**config.mk**
```make
export PLATFORM = sky130hd
export DESIGN_NAME = divider_8_bit
export DESIGN_NICKNAME = d
export VERILOG_FILES = /design/src/rtl/divider_8_bit_pkg.sv /design/src/rtl/divider_8_bit_subtractor.sv /design/src/rtl/full_adder.sv /design/src/rtl/divider_8_bit.sv
export SDC_FILE = /design/constraint.sdc
export NUM_CORES = 1
export LEC_CHECK = 0
export CORE_MARGIN = 2
export CORE_UTILIZATION = 45
export CTS_BUF_LIST = sky130_fd_sc_hd__clkbuf_4 sky130_fd_sc_hd__clkbuf_8
export CTS_CLUSTER_DIAMETER = 60
export CTS_CLUSTER_SIZE = 10
export DETAILED_ROUTE_END_ITERATION = 8
export MAX_ROUTING_LAYER = met4
export PLACE_DENSITY = 0.71
export SLEW_MARGIN = 20
export SYNTH_ARGS = -nofsm -noshare
export SYNTH_HDL_FRONTEND = slang
export SYNTH_SLANG_ARGS = --single-unit
```
**constraint.sdc**
```tcl
create_clock -name clk -period 7.7 [get_ports clk]
set_input_delay 1.925 -clock clk [delete_from_list [all_inputs] [get_ports clk]]
set_output_delay 1.925 -clock clk [all_outputs]
set_load 0.1 [all_outputs]
```
**src/rtl/divider_8_bit_pkg.sv**
```systemverilog
// Shared constants for the 8-bit restoring divider: operand width and FSM encoding.
package divider_8_bit_pkg;

  localparam int WIDTH = 8;

  typedef enum logic [1:0] {
    IDLE = 2'd0,
    RUN  = 2'd1,
    DONE = 2'd2
  } div_state_e;

endpackage

```
**src/rtl/divider_8_bit_subtractor.sv**
```systemverilog
// Combinational ripple-carry subtractor d = a - b built from full adders (a + ~b + 1).
module subtractor_8_bit
  import divider_8_bit_pkg::*;
(
  output logic [WIDTH-1:0] d,
  output logic             borrow,
  input  logic [WIDTH-1:0] a,
  input  logic [WIDTH-1:0] b
);

  logic [WIDTH:0] carry_s;

  assign carry_s[0] = 1'b1;

  for (genvar i = 0; i < WIDTH; i++) begin : g_bit
    full_adder u_fa (
      .a     (a[i]),
      .b     (~b[i]),
      .c_in  (carry_s[i]),
      .sum   (d[i]),
      .c_out (carry_s[i+1])
    );
  end

  // No carry out of the top stage means a < b.
  assign borrow = ~carry_s[WIDTH];

endmodule

```
**src/rtl/full_adder.sv**
```systemverilog
// One-bit full adder cell used to build the ripple-carry arithmetic.
module full_adder (
  input  logic a,
  input  logic b,
  input  logic c_in,
  output logic sum,
  output logic c_out
);

  assign sum   = a ^ b ^ c_in;
  assign c_out = (a & b) | (c_in & (a ^ b));

endmodule

```
**src/rtl/divider_8_bit.sv**
```systemverilog
// Sequential 8-bit unsigned restoring divider, one quotient bit per clock, start/done handshake.
module divider_8_bit
  import divider_8_bit_pkg::*;
(
  input  logic             clk,
  input  logic             rst,
  input  logic             start,
  input  logic [WIDTH-1:0] dividend,
  input  logic [WIDTH-1:0] divisor,
  output logic [WIDTH-1:0] quotient,
  output logic [WIDTH-1:0] remainder,
  output logic             busy,
  output logic             done,
  output logic             div_by_zero
);

  div_state_e       state_q, state_d;
  logic [2:0]       count_q, count_d;
  logic [WIDTH-1:0] r_q, r_d;
  logic [WIDTH-1:0] q_q, q_d;
  logic [WIDTH-1:0] divisor_q, divisor_d;
  logic [WIDTH-1:0] quotient_q, quotient_d;
  logic [WIDTH-1:0] remainder_q, remainder_d;
  logic             busy_q, busy_d;
  logic             done_q, done_d;
  logic             dbz_q, dbz_d;

  logic [WIDTH-1:0] r_shift_s;
  logic [WIDTH-1:0] trial_s;
  logic             borrow_s;
  logic             hi_s;
  logic             take_s;
  logic [WIDTH-1:0] r_next_s;
  logic [WIDTH-1:0] q_next_s;

  // hi is the bit shifted out of R; when set, the 9-bit value exceeds any divisor.
  assign hi_s      = r_q[WIDTH-1];
  assign r_shift_s = {r_q[WIDTH-2:0], q_q[WIDTH-1]};

  subtractor_8_bit u_sub (
    .d      (trial_s),
    .borrow (borrow_s),
    .a      (r_shift_s),
    .b      (divisor_q)
  );

  assign take_s   = hi_s | ~borrow_s;
  assign r_next_s = take_s ? trial_s : r_shift_s;
  assign q_next_s = {q_q[WIDTH-2:0], take_s};

  // Next-state and datapath/output update logic.
  always_comb begin
    state_d     = state_q;
    count_d     = count_q;
    r_d         = r_q;
    q_d         = q_q;
    divisor_d   = divisor_q;
    quotient_d  = quotient_q;
    remainder_d = remainder_q;
    busy_d      = 1'b0;
    done_d      = 1'b0;
    dbz_d       = dbz_q;
    case (state_q)
      IDLE, DONE: begin
        if (start) begin
          divisor_d = divisor;
          if (divisor != 8'd0) begin
            state_d = RUN;
            count_d = 3'd0;
            r_d     = 8'd0;
            q_d     = dividend;
            busy_d  = 1'b1;
            dbz_d   = 1'b0;
          end else begin
            state_d     = DONE;
            quotient_d  = 8'hFF;
            remainder_d = dividend;
            dbz_d       = 1'b1;
            done_d      = 1'b1;
          end
        end else begin
          state_d = IDLE;
        end
      end
      RUN: begin
        r_d     = r_next_s;
        q_d     = q_next_s;
        count_d = count_q + 3'd1;
        if (count_q == 3'd7) begin
          state_d     = DONE;
          quotient_d  = q_next_s;
          remainder_d = r_next_s;
          done_d      = 1'b1;
        end else begin
          busy_d = 1'b1;
        end
      end
      default: begin
        state_d = IDLE;
      end
    endcase
  end

  // State, datapath and output registers with synchronous reset.
  always_ff @(posedge clk) begin
    if (rst) begin
      state_q     <= IDLE;
      count_q     <= 3'd0;
      r_q         <= 8'd0;
      q_q         <= 8'd0;
      divisor_q   <= 8'd0;
      quotient_q  <= 8'd0;
      remainder_q <= 8'd0;
      busy_q      <= 1'b0;
      done_q      <= 1'b0;
      dbz_q       <= 1'b0;
    end else begin
      state_q     <= state_d;
      count_q     <= count_d;
      r_q         <= r_d;
      q_q         <= q_d;
      divisor_q   <= divisor_d;
      quotient_q  <= quotient_d;
      remainder_q <= remainder_d;
      busy_q      <= busy_d;
      done_q      <= done_d;
      dbz_q       <= dbz_d;
    end
  end

  assign quotient    = quotient_q;
  assign remainder   = remainder_q;
  assign busy        = busy_q;
  assign done        = done_q;
  assign div_by_zero = dbz_q;

endmodule

```
==> impl_results.md, run 1 <==
- Area leader, netlist: dfxtp_1
- Synth area leaders: dfxtp_1, a21oi_1, a211oi_1
- DRC Markers: 0
- Final setup TNS: 0 ps
- # Post-CTS Setup Buffers: 0
- Htree depth: 2
- Max clock buf depth: 2
- GPL Wtd Cong: 0.814
- Sw Share: 0.291
- CTS tree: done
- Drt pass-1 iters: 4
- # rows: 25
- FILL cells: 449
- TritonCTS Buffers: 5
- Die Ht: 73.3 um
- Worst VDD drop: 0.000130 V
- Largest net degree at the start of global routing: 49
- Slew Limit Fails: 0
- Initial core utilization: 0.463
- Post-Place Setup Slack: 3010 ps
- GRT overflow: 0
- Syn. warnings: 0
- Port Buffers: 37
- Clock power share: 0.317
- Critical path data arrival time: 4850 ps
- Setup WS post-layout: 3000 ps
- Sequential share of power: 0.477
- Outcome: finished, final reports clean
- Syn Nets: 280
- Hold Path Class: register to register
- Reg2Reg Depth: 13
- # IOs: 38
- Comb pwr share: 0.206
- Via density: 5.32
- Clk slew on worst S/H paths: 90 ps
- Mapped Area: 0.00216 sq mm
- Post-CTS resize count: 0
- Clock latency at the later pin of the worst-skew pair: 300 ps
- Worst slew pin tran: 991 ps
- Initial DRC count: 140
- Core area: 0.00466 sq mm
- Unrepaired setup endpoints after global routing: no
- Final worst path period share: 0.611
- Post-CTS Hold Buffers: 0
- Post-synthesis cell type count: 25
- PwrDens: 218 mW/mm^2
- Via Count: 1772
- Area grow syn2layout: 22.2%
- Die X: 73.3 um
- FF+latch count, synth: 48
- Final Hold Fails: 0
- Crit path capture type: register
- Die area: 0.00537 sq mm
- Final wirelength: 4810 um
- Hold depth: 2
- Sw power: 0.167 mW
- Clock skew: 8.76 ps
- FMAX: 0.213 GHz
- Routed Antenna Nets: 0
- Post-DP HPWL: 3390 um
- Nets: 307
- GRT Util Overall: 0.202
- First-pass GRT wire length: 8070 um
- Final core occ: 0.566
- Antenna Cells: 0
- Fraction of layout cells with a size suffix above 1: 0.0645
- Max_slew headroom: 0.337
- Worst setup SP type: register
- Storage cell area: 961 sq um
- Number of max-cap violations: 0
- WP data required: 7850 ps
- Syn Area/Cell: 8.60 sq um
- Critical Path Fanout Max: 10
- Syn Inst Count: 251
- Lkg Pwr: 0.913 nW
- Crit path kind: register to register
- Min Tclk post-route: 4700 ps
- Clock sinks: 48
- Vias in the first global route: 1683
- CTS root buf: clkbuf_8
- Seq/Total Area, Yosys: 0.445
- Tot Pwr: 0.575 mW
- Footprint of the multi-input gates: 0.00108 sq mm
- Top cell type's share of synthesized area: 0.445
- Wire length per cell: 14.5 um
- Internal: 0.408 mW
- Initial antenna violation count: 0
- Setup violators final: 0
-- stage by stage --
step / std cells / hold WS (ps) / instance area (sq um)
2_1_floorplan: 251 / 441 / 2160
3_3_place_gp: 325 / 451 / 2530
3_5_place_dp: 325 / 452 / 2530
4_1_cts: 333 / 468 / 2640
5_1_grt: 333 / 486 / 2640
6_report: 333 / 464 / 2640
-- flip-flops by register name, summed over array words and instances, names as in the netlist --
register,count
q_q,8
remainder,8
div_by_zero,1
r_q,8
state_q,2
quotient,8
done,1
divisor_q,8
count_q,3
busy,1
-- placed cells by master, fill, tap and decap left out --
master	synthesis	layout
a211oi_1	20	20
a211oi_2	4	4
a21oi_1	33	33
a31oi_1	8	8
buf_4	0	2
bufinv_16	0	1
clkbuf_8	0	5
clkdlybuf4s50_1	0	37
clkinv_2	0	1
clkinvlp_4	0	1
dfxtp_1	48	48
fa_1	7	7
ha_1	3	3
inv_1	8	8
nand2_1	27	27
nand2b_1	5	5
nand3_1	4	4
nand3b_1	1	1
nor2_1	40	40
nor2b_1	2	2
nor3_1	7	7
nor3_2	1	1
nor3b_1	8	8
nor4_1	2	2
o21ai_2	0	1
o31ai_4	1	1
or4_1	1	1
or4_4	1	1
-- cells in the mapped netlist, drive strengths merged --
library cell / number
dfxtp: 48
nor2: 40
a21oi: 33
nand2: 27
a211oi: 24
clkbuf: 15
a31oi: 8
inv: 8
nor3: 8
nor3b: 8
fa: 7
nand2b: 5
buf: 4
nand3: 4
ha: 3
nor2b: 2
nor4: 2
or4: 2
nand3b: 1
o21ai: 1
o31ai: 1
-- layout make-up --
cell class | count | share of cell area
timing repair buffer | 39 | 0.146
sequential | 48 | 0.364
tap | 54 | 0.0256
multi-input combinational | 176 | 0.410
clock inverter | 3 | 0.0161
clock buffer | 5 | 0.0261
inverter | 8 | 0.0114
-- routing by layer --
layer | share of wire | vias up | global-route usage
met3 | 0.036 | 5 | 0.0466
met2 | 0.46 | 37 | 0.312
met4 | 0.011 | 0 | 0.0617
li1 | - | 918 | -
met1 | 0.50 | 812 | 0.265
met5 | 0 | - | -
-- cell families (layout without fill, tap and decap cells) --
| kind of cell | after synthesis | after routing | share of synthesized area |
|---|---|---|---|
| AND/OR/NAND/NOR | 99 | 99 | 0.213 |
| buffers and inverters | 27 | 55 | 0.0551 |
| AO/OA/AOI/OAI | 67 | 67 | 0.205 |
| flip-flops | 48 | 48 | 0.445 |
| adder cells (fa/ha/maj) | 10 | 10 | 0.0823 |
-- critical path: stages (launching register included) --
cell and delay (ps):
dfxtp_1 370, inv_1 60, ha_1 200, fa_1 420, fa_1 420, fa_1 420
fa_1 430, fa_1 430, fa_1 440, fa_1 520, nand2b_1 370, a211oi_1 190
a21oi_1 210, a211oi_2 90
-- path summary, 6_finish.rpt --
path	startpoint	end	slack, ps
worst max-delay path	q_q[7]	remainder[6]	3000
worst min-delay path	div_by_zero	div_by_zero	460
worst max register to register	q_q[7]	remainder[6]	3000
worst min register to register	div_by_zero	div_by_zero	460
-- power groups by stage --
stage	clock network [mW]	logic [mW]	registers, mW
2_1_floorplan	0	0.0838	0.280
3_3_place_gp	0	0.116	0.280
3_5_place_dp	0	0.118	0.280
4_1_cts	0.187	0.119	0.274
5_1_grt	0.198	0.133	0.277
6_report	0.182	0.118	0.275
No activity file was read; power rests on OpenSTA's default activity.
==> run 2, diff against run 1 <==
- PLACE_DENSITY: 0.71 -> 0.74
- clock period: 7.7 -> 4.23 ns (I/O delays scaled with it)
==> impl_results.md, run 2 (synthesis gave the netlist of run 1 again) <==
- # rows: 25
- Setup WS post-layout: 185 ps
- Antenna Cells: 0
- Die area: 0.00537 sq mm
- Initial DRC count: 127
- Vias in the first global route: 1641
- GRT Util Overall: 0.193
- Hold Path Class: register to register
- Critical Path Fanout Max: 5
- Nets: 315
- Final core occ: 0.585
- Worst slew pin tran: 969 ps
- Number of max-cap violations: 0
- TritonCTS Buffers: 5
- Via Count: 1845
- Crit path capture type: register
- Die Ht: 73.3 um
- Clock sinks: 48
- Storage cell area: 961 sq um
- FMAX: 0.247 GHz
- Footprint of the multi-input gates: 0.00114 sq mm
- DP Area: 0.00257 sq mm
- Clk slew on worst S/H paths: 80 ps
- Setup violators final: 0
- Crit path kind: register to register
- Critical path data arrival time: 4260 ps
- PwrDens: 379 mW/mm^2
- Die X: 73.3 um
- Clock skew: 4.78 ps
- Area grow syn2layout: 26.3%
- Post-DP HPWL: 3120 um
- WHS: 463 ps
- Most frequent cells in the layout: dfxtp_1, nor2_1, clkdlybuf4s50_1, a21oi_1, nand2_1
- CTS tree: done
- FILL cells: 442
- DRC Markers: 0
- Placed Instances: 331
- Lkg Pwr: 0.941 nW
- WP data required: 4440 ps
- GRT overflow: 0
- CTS root buf: clkbuf_8
- Non-filler cells, final: 340
- Final wirelength: 4730 um
- Worst VDD drop: 0.000165 V
- Initial core utilization: 0.463
- Max_slew headroom: 0.352
- Core area: 0.00466 sq mm
- Outcome: finished, final reports clean
- Htree depth: 2
- Clock latency at the later pin of the worst-skew pair: 300 ps
- Via density: 5.43
- Drt pass-1 iters: 5
- Final Hold Fails: 0
- Slew Limit Fails: 0
- Worst setup SP type: register
- Design Area, Final: 0.00273 sq mm
- Wire length per cell: 13.9 um
- Routed Antenna Nets: 0
- Port Buffers: 37
- Final worst path period share: 0.956
- First-pass GRT wire length: 7840 um
- Fraction of layout cells with a size suffix above 1: 0.143
- Initial antenna violation count: 0
- Largest net degree at the start of global routing: 49
- Max clock buf depth: 2
- Min Tclk post-route: 4040 ps
- Commonest non-fill, non-tap cell in the layout: dfxtp_1
- GPL Wtd Cong: 0.845
- # IOs: 38
- Post-Place Setup Slack: -284 ps
==> run 2: cell types whose count changed in the layout (fill, tap and decap cells not counted), moves of 3 or more <==
cell	before	now
a211oi_1	20	13
a211oi_2	4	11
buf_4	2	9
fa_1	7	0
fa_2	0	7
a21oi_1	33	30
a21oi_2	0	3
==> run 2: area by class of cell <==
type / instances / area share
Multi-Input combinational cell: 176 / 0.419
Sequential cell: 48 / 0.353
Timing Repair Buffer: 47 / 0.163
Clock buffer: 6 / 0.0280
Tap cell: 54 / 0.0248
Inverter: 8 / 0.0110
Clock inverter: 1 / 0.00184
==> run 2: metal layers <==
metal	vias up	share of wire	global-route usage
met3	4	0.055	0.0412
met5	-	0	-
met4	0	0.0070	0.0432
met1	835	0.47	0.275
met2	68	0.47	0.281
li1	938	-	-
==> run 2: metrics by stage <==
| stage | power (mW) | setup TNS (ps) |
|---|---|---|
| 2_1_floorplan | 0.664 | 0 |
| 3_3_place_gp | 0.732 | -1160 |
| 3_5_place_dp | 0.736 | -2260 |
| 4_1_cts | 1.02 | 0 |
| 5_1_grt | 1.09 | -39.8 |
| 6_report | 1.03 | 0 |
==> run 2: where the power goes <==
group / internal [mW] / switching [mW] / total, mW
registers: 0.477 / 0.0223 / 0.499
clock network: 0.119 / 0.144 / 0.263
logic: 0.120 / 0.151 / 0.271
==> run 2: final timing paths <==
kind / end / cells past startpoint / slack, ps / from
hold reg to reg: div_by_zero / 2 / 460 / div_by_zero
setup / recovery: remainder[7] / 14 / 190 / q_q[7]
hold / removal: div_by_zero / 2 / 460 / div_by_zero
setup reg to reg: remainder[7] / 14 / 190 / q_q[7]
==> run 2: worst max-delay path, stage by stage, from the launching register on <==
cell      delay [ps]
dfxtp_1          330
inv_1             40
ha_1             190
fa_2             370
fa_2             370
fa_2             370
fa_2             370
fa_2             360
fa_2             370
fa_2             340
buf_4            160
nor3b_1          150
a211oi_2         220
a21oi_1           80
a211oi_1         240
==> run 2: repair_timing <==
| item | 4_1_cts | 5_1_grt |
|---|---|---|
| setup buffers | 2 | 0 |
| setup endpoints to repair | 16 | 17 |
| resized for setup | 9 | 9 |
| pin swaps | 7 | 5 |
| hold buffers | 0 | 0 |
==> run 3, diff against run 2 <==
- SETUP_SLACK_MARGIN: default -> 0.3
- SKIP_LAST_GASP: default -> 1
==> impl_results.md, run 3 (synthesis gave the netlist of run 1 again) <==
- Outcome: finished, final reports clean
- Final wirelength: 4780 um
- FILL cells: 429
- WP data required: 4460 ps
- CP bufs+invs: 2
- CTS root buf: clkbuf_8
- Min Tclk post-route: 3890 ps
- Clock latency at the later pin of the worst-skew pair: 300 ps
- Commonest non-fill, non-tap cell in the layout: dfxtp_1
- Design Area, Final: 0.00274 sq mm
- Final setup TNS: 0 ps
- Port Buffers: 37
- GRT overflow: 0
- Clk slew on worst S/H paths: 90 ps
- Area grow syn2layout: 27.1%
- Die X: 73.3 um
- Largest net degree at the start of global routing: 49
- Htree depth: 2
- Slew Limit Fails: 0
- Worst VDD drop: 0.000183 V
- Routed Antenna Nets: 0
- Non-filler cells, final: 338
- Lkg Pwr: 0.941 nW
- Initial core utilization: 0.463
- Worst setup SP type: register
- Via Count: 1814
- First-pass GRT wire length: 7810 um
- DRC Markers: 0
- Largest stage delay on the critical path: 370 ps
- Unrepaired setup endpoints after global routing: yes
- Crit path kind: register to register
- Wire length per cell: 14.1 um
- Family with the most delay on the worst path: adder cells
- # rows: 25
- Vias in the first global route: 1601
- Drt pass-1 iters: 4
- Most frequent cells in the layout: dfxtp_1, nor2_1, clkdlybuf4s50_1, a21oi_1, nand2_1
- Top Metal Used: met4
- CP Cell Sequence: inv_2, ha_4, fa_2, fa_2, fa_2, fa_2, fa_2, fa_2, fa_2, buf_6, nor3b_1, a211oi_1, a21oi_1, a211oi_1
- Max_slew headroom: 0.346
- FMAX: 0.257 GHz
- Initial antenna violation count: 0
- PwrDens: 384 mW/mm^2
- Fraction of layout cells with a size suffix above 1: 0.148
- CTS tree: done
- Number of max-cap violations: 0
- Via density: 5.37
- Storage cell area: 962 sq um
- Initial DRC count: 165
- Final worst path period share: 0.921
- WL met1: 2380 um
- CP max stage cell: fa_2
- TritonCTS Buffers: 5
- Crit path capture type: register
- Max clock buf depth: 2
- Die Ht: 73.3 um
- Worst slew pin tran: 978 ps
- Clock skew: 9.78 ps
- Antenna Cells: 0
- Met3 wire len: 229 um
- Footprint of the multi-input gates: 0.00116 sq mm
- Critical Path Fanout Max: 5
- Most used cell, CP: fa_2
- Die area: 0.00537 sq mm
- Placed Instances: 327
- Hold Path Class: register to register
- DP Area: 0.00255 sq mm
- Setup violators final: 0
- # IOs: 38
- DR WL met2: 2080 um
- Post-DP HPWL: 3170 um
- GPL Wtd Cong: 0.821
- GRT Util Overall: 0.196
- Nets: 313
- Critical path data arrival time: 4120 ps
- Final Hold Fails: 0
- Clock sinks: 48
- Core area: 0.00466 sq mm
run 3: worst paths after layout:
kind	start	endpoint	slack (ps)	depth (start not counted)
max	q_q[7]	remainder[1]	340	14
min	div_by_zero	div_by_zero	460	2
max reg2reg	q_q[7]	remainder[1]	340	14
min reg2reg	div_by_zero	div_by_zero	460	2
run 3: per-stage QoR:
step                      hold slack (ps)  total power [mW]  worst slack, ps   util
after floorplan                       441             0.666              332      -
after global placement                448             0.722             91.0  0.548
final                                 463              1.05              336  0.588
after global routing                  476              1.11              170  0.588
after CTS                             465              1.03              306  0.579
after detailed placement              450             0.728             5.34  0.548
run 3: worst min-delay path, delay by kind of cell, from the launching register on:
kind,cells,cell delay [ps]
flops,1,320
simple gates,1,50
compound gates,1,50
run 3: repair_timing:
action | in CTS | in global routing
resized for setup | 10 | 8
setup endpoints to repair | 18 | 16
pin swaps | 11 | 9
hold buffers | 0 | 0
setup buffers | 3 | 1
run 3: per-layer routing:
layer | track usage | vias up
met5 | - | -
met4 | 0.0720 | 0
met3 | 0.0466 | 9
met2 | 0.271 | 51
met1 | 0.278 | 826
li1 | - | 928
run 3: layout make-up:
| cell class | count | share of cell area |
|---|---|---|
| sequential | 48 | 0.351 |
| timing repair buffer | 45 | 0.157 |
| clock inverter | 1 | 0.00319 |
| clock buffer | 6 | 0.0301 |
| inverter | 8 | 0.0109 |
| multi-input combinational | 176 | 0.423 |
| tap | 54 | 0.0246 |
run 3: power breakdown:
part           leakage (nW)  internal [mW]  switching, mW
Sequential            0.391          0.477         0.0233
Combinational         0.503          0.119          0.150
Clock                0.0473          0.131          0.154
Total                 0.941          0.727          0.327
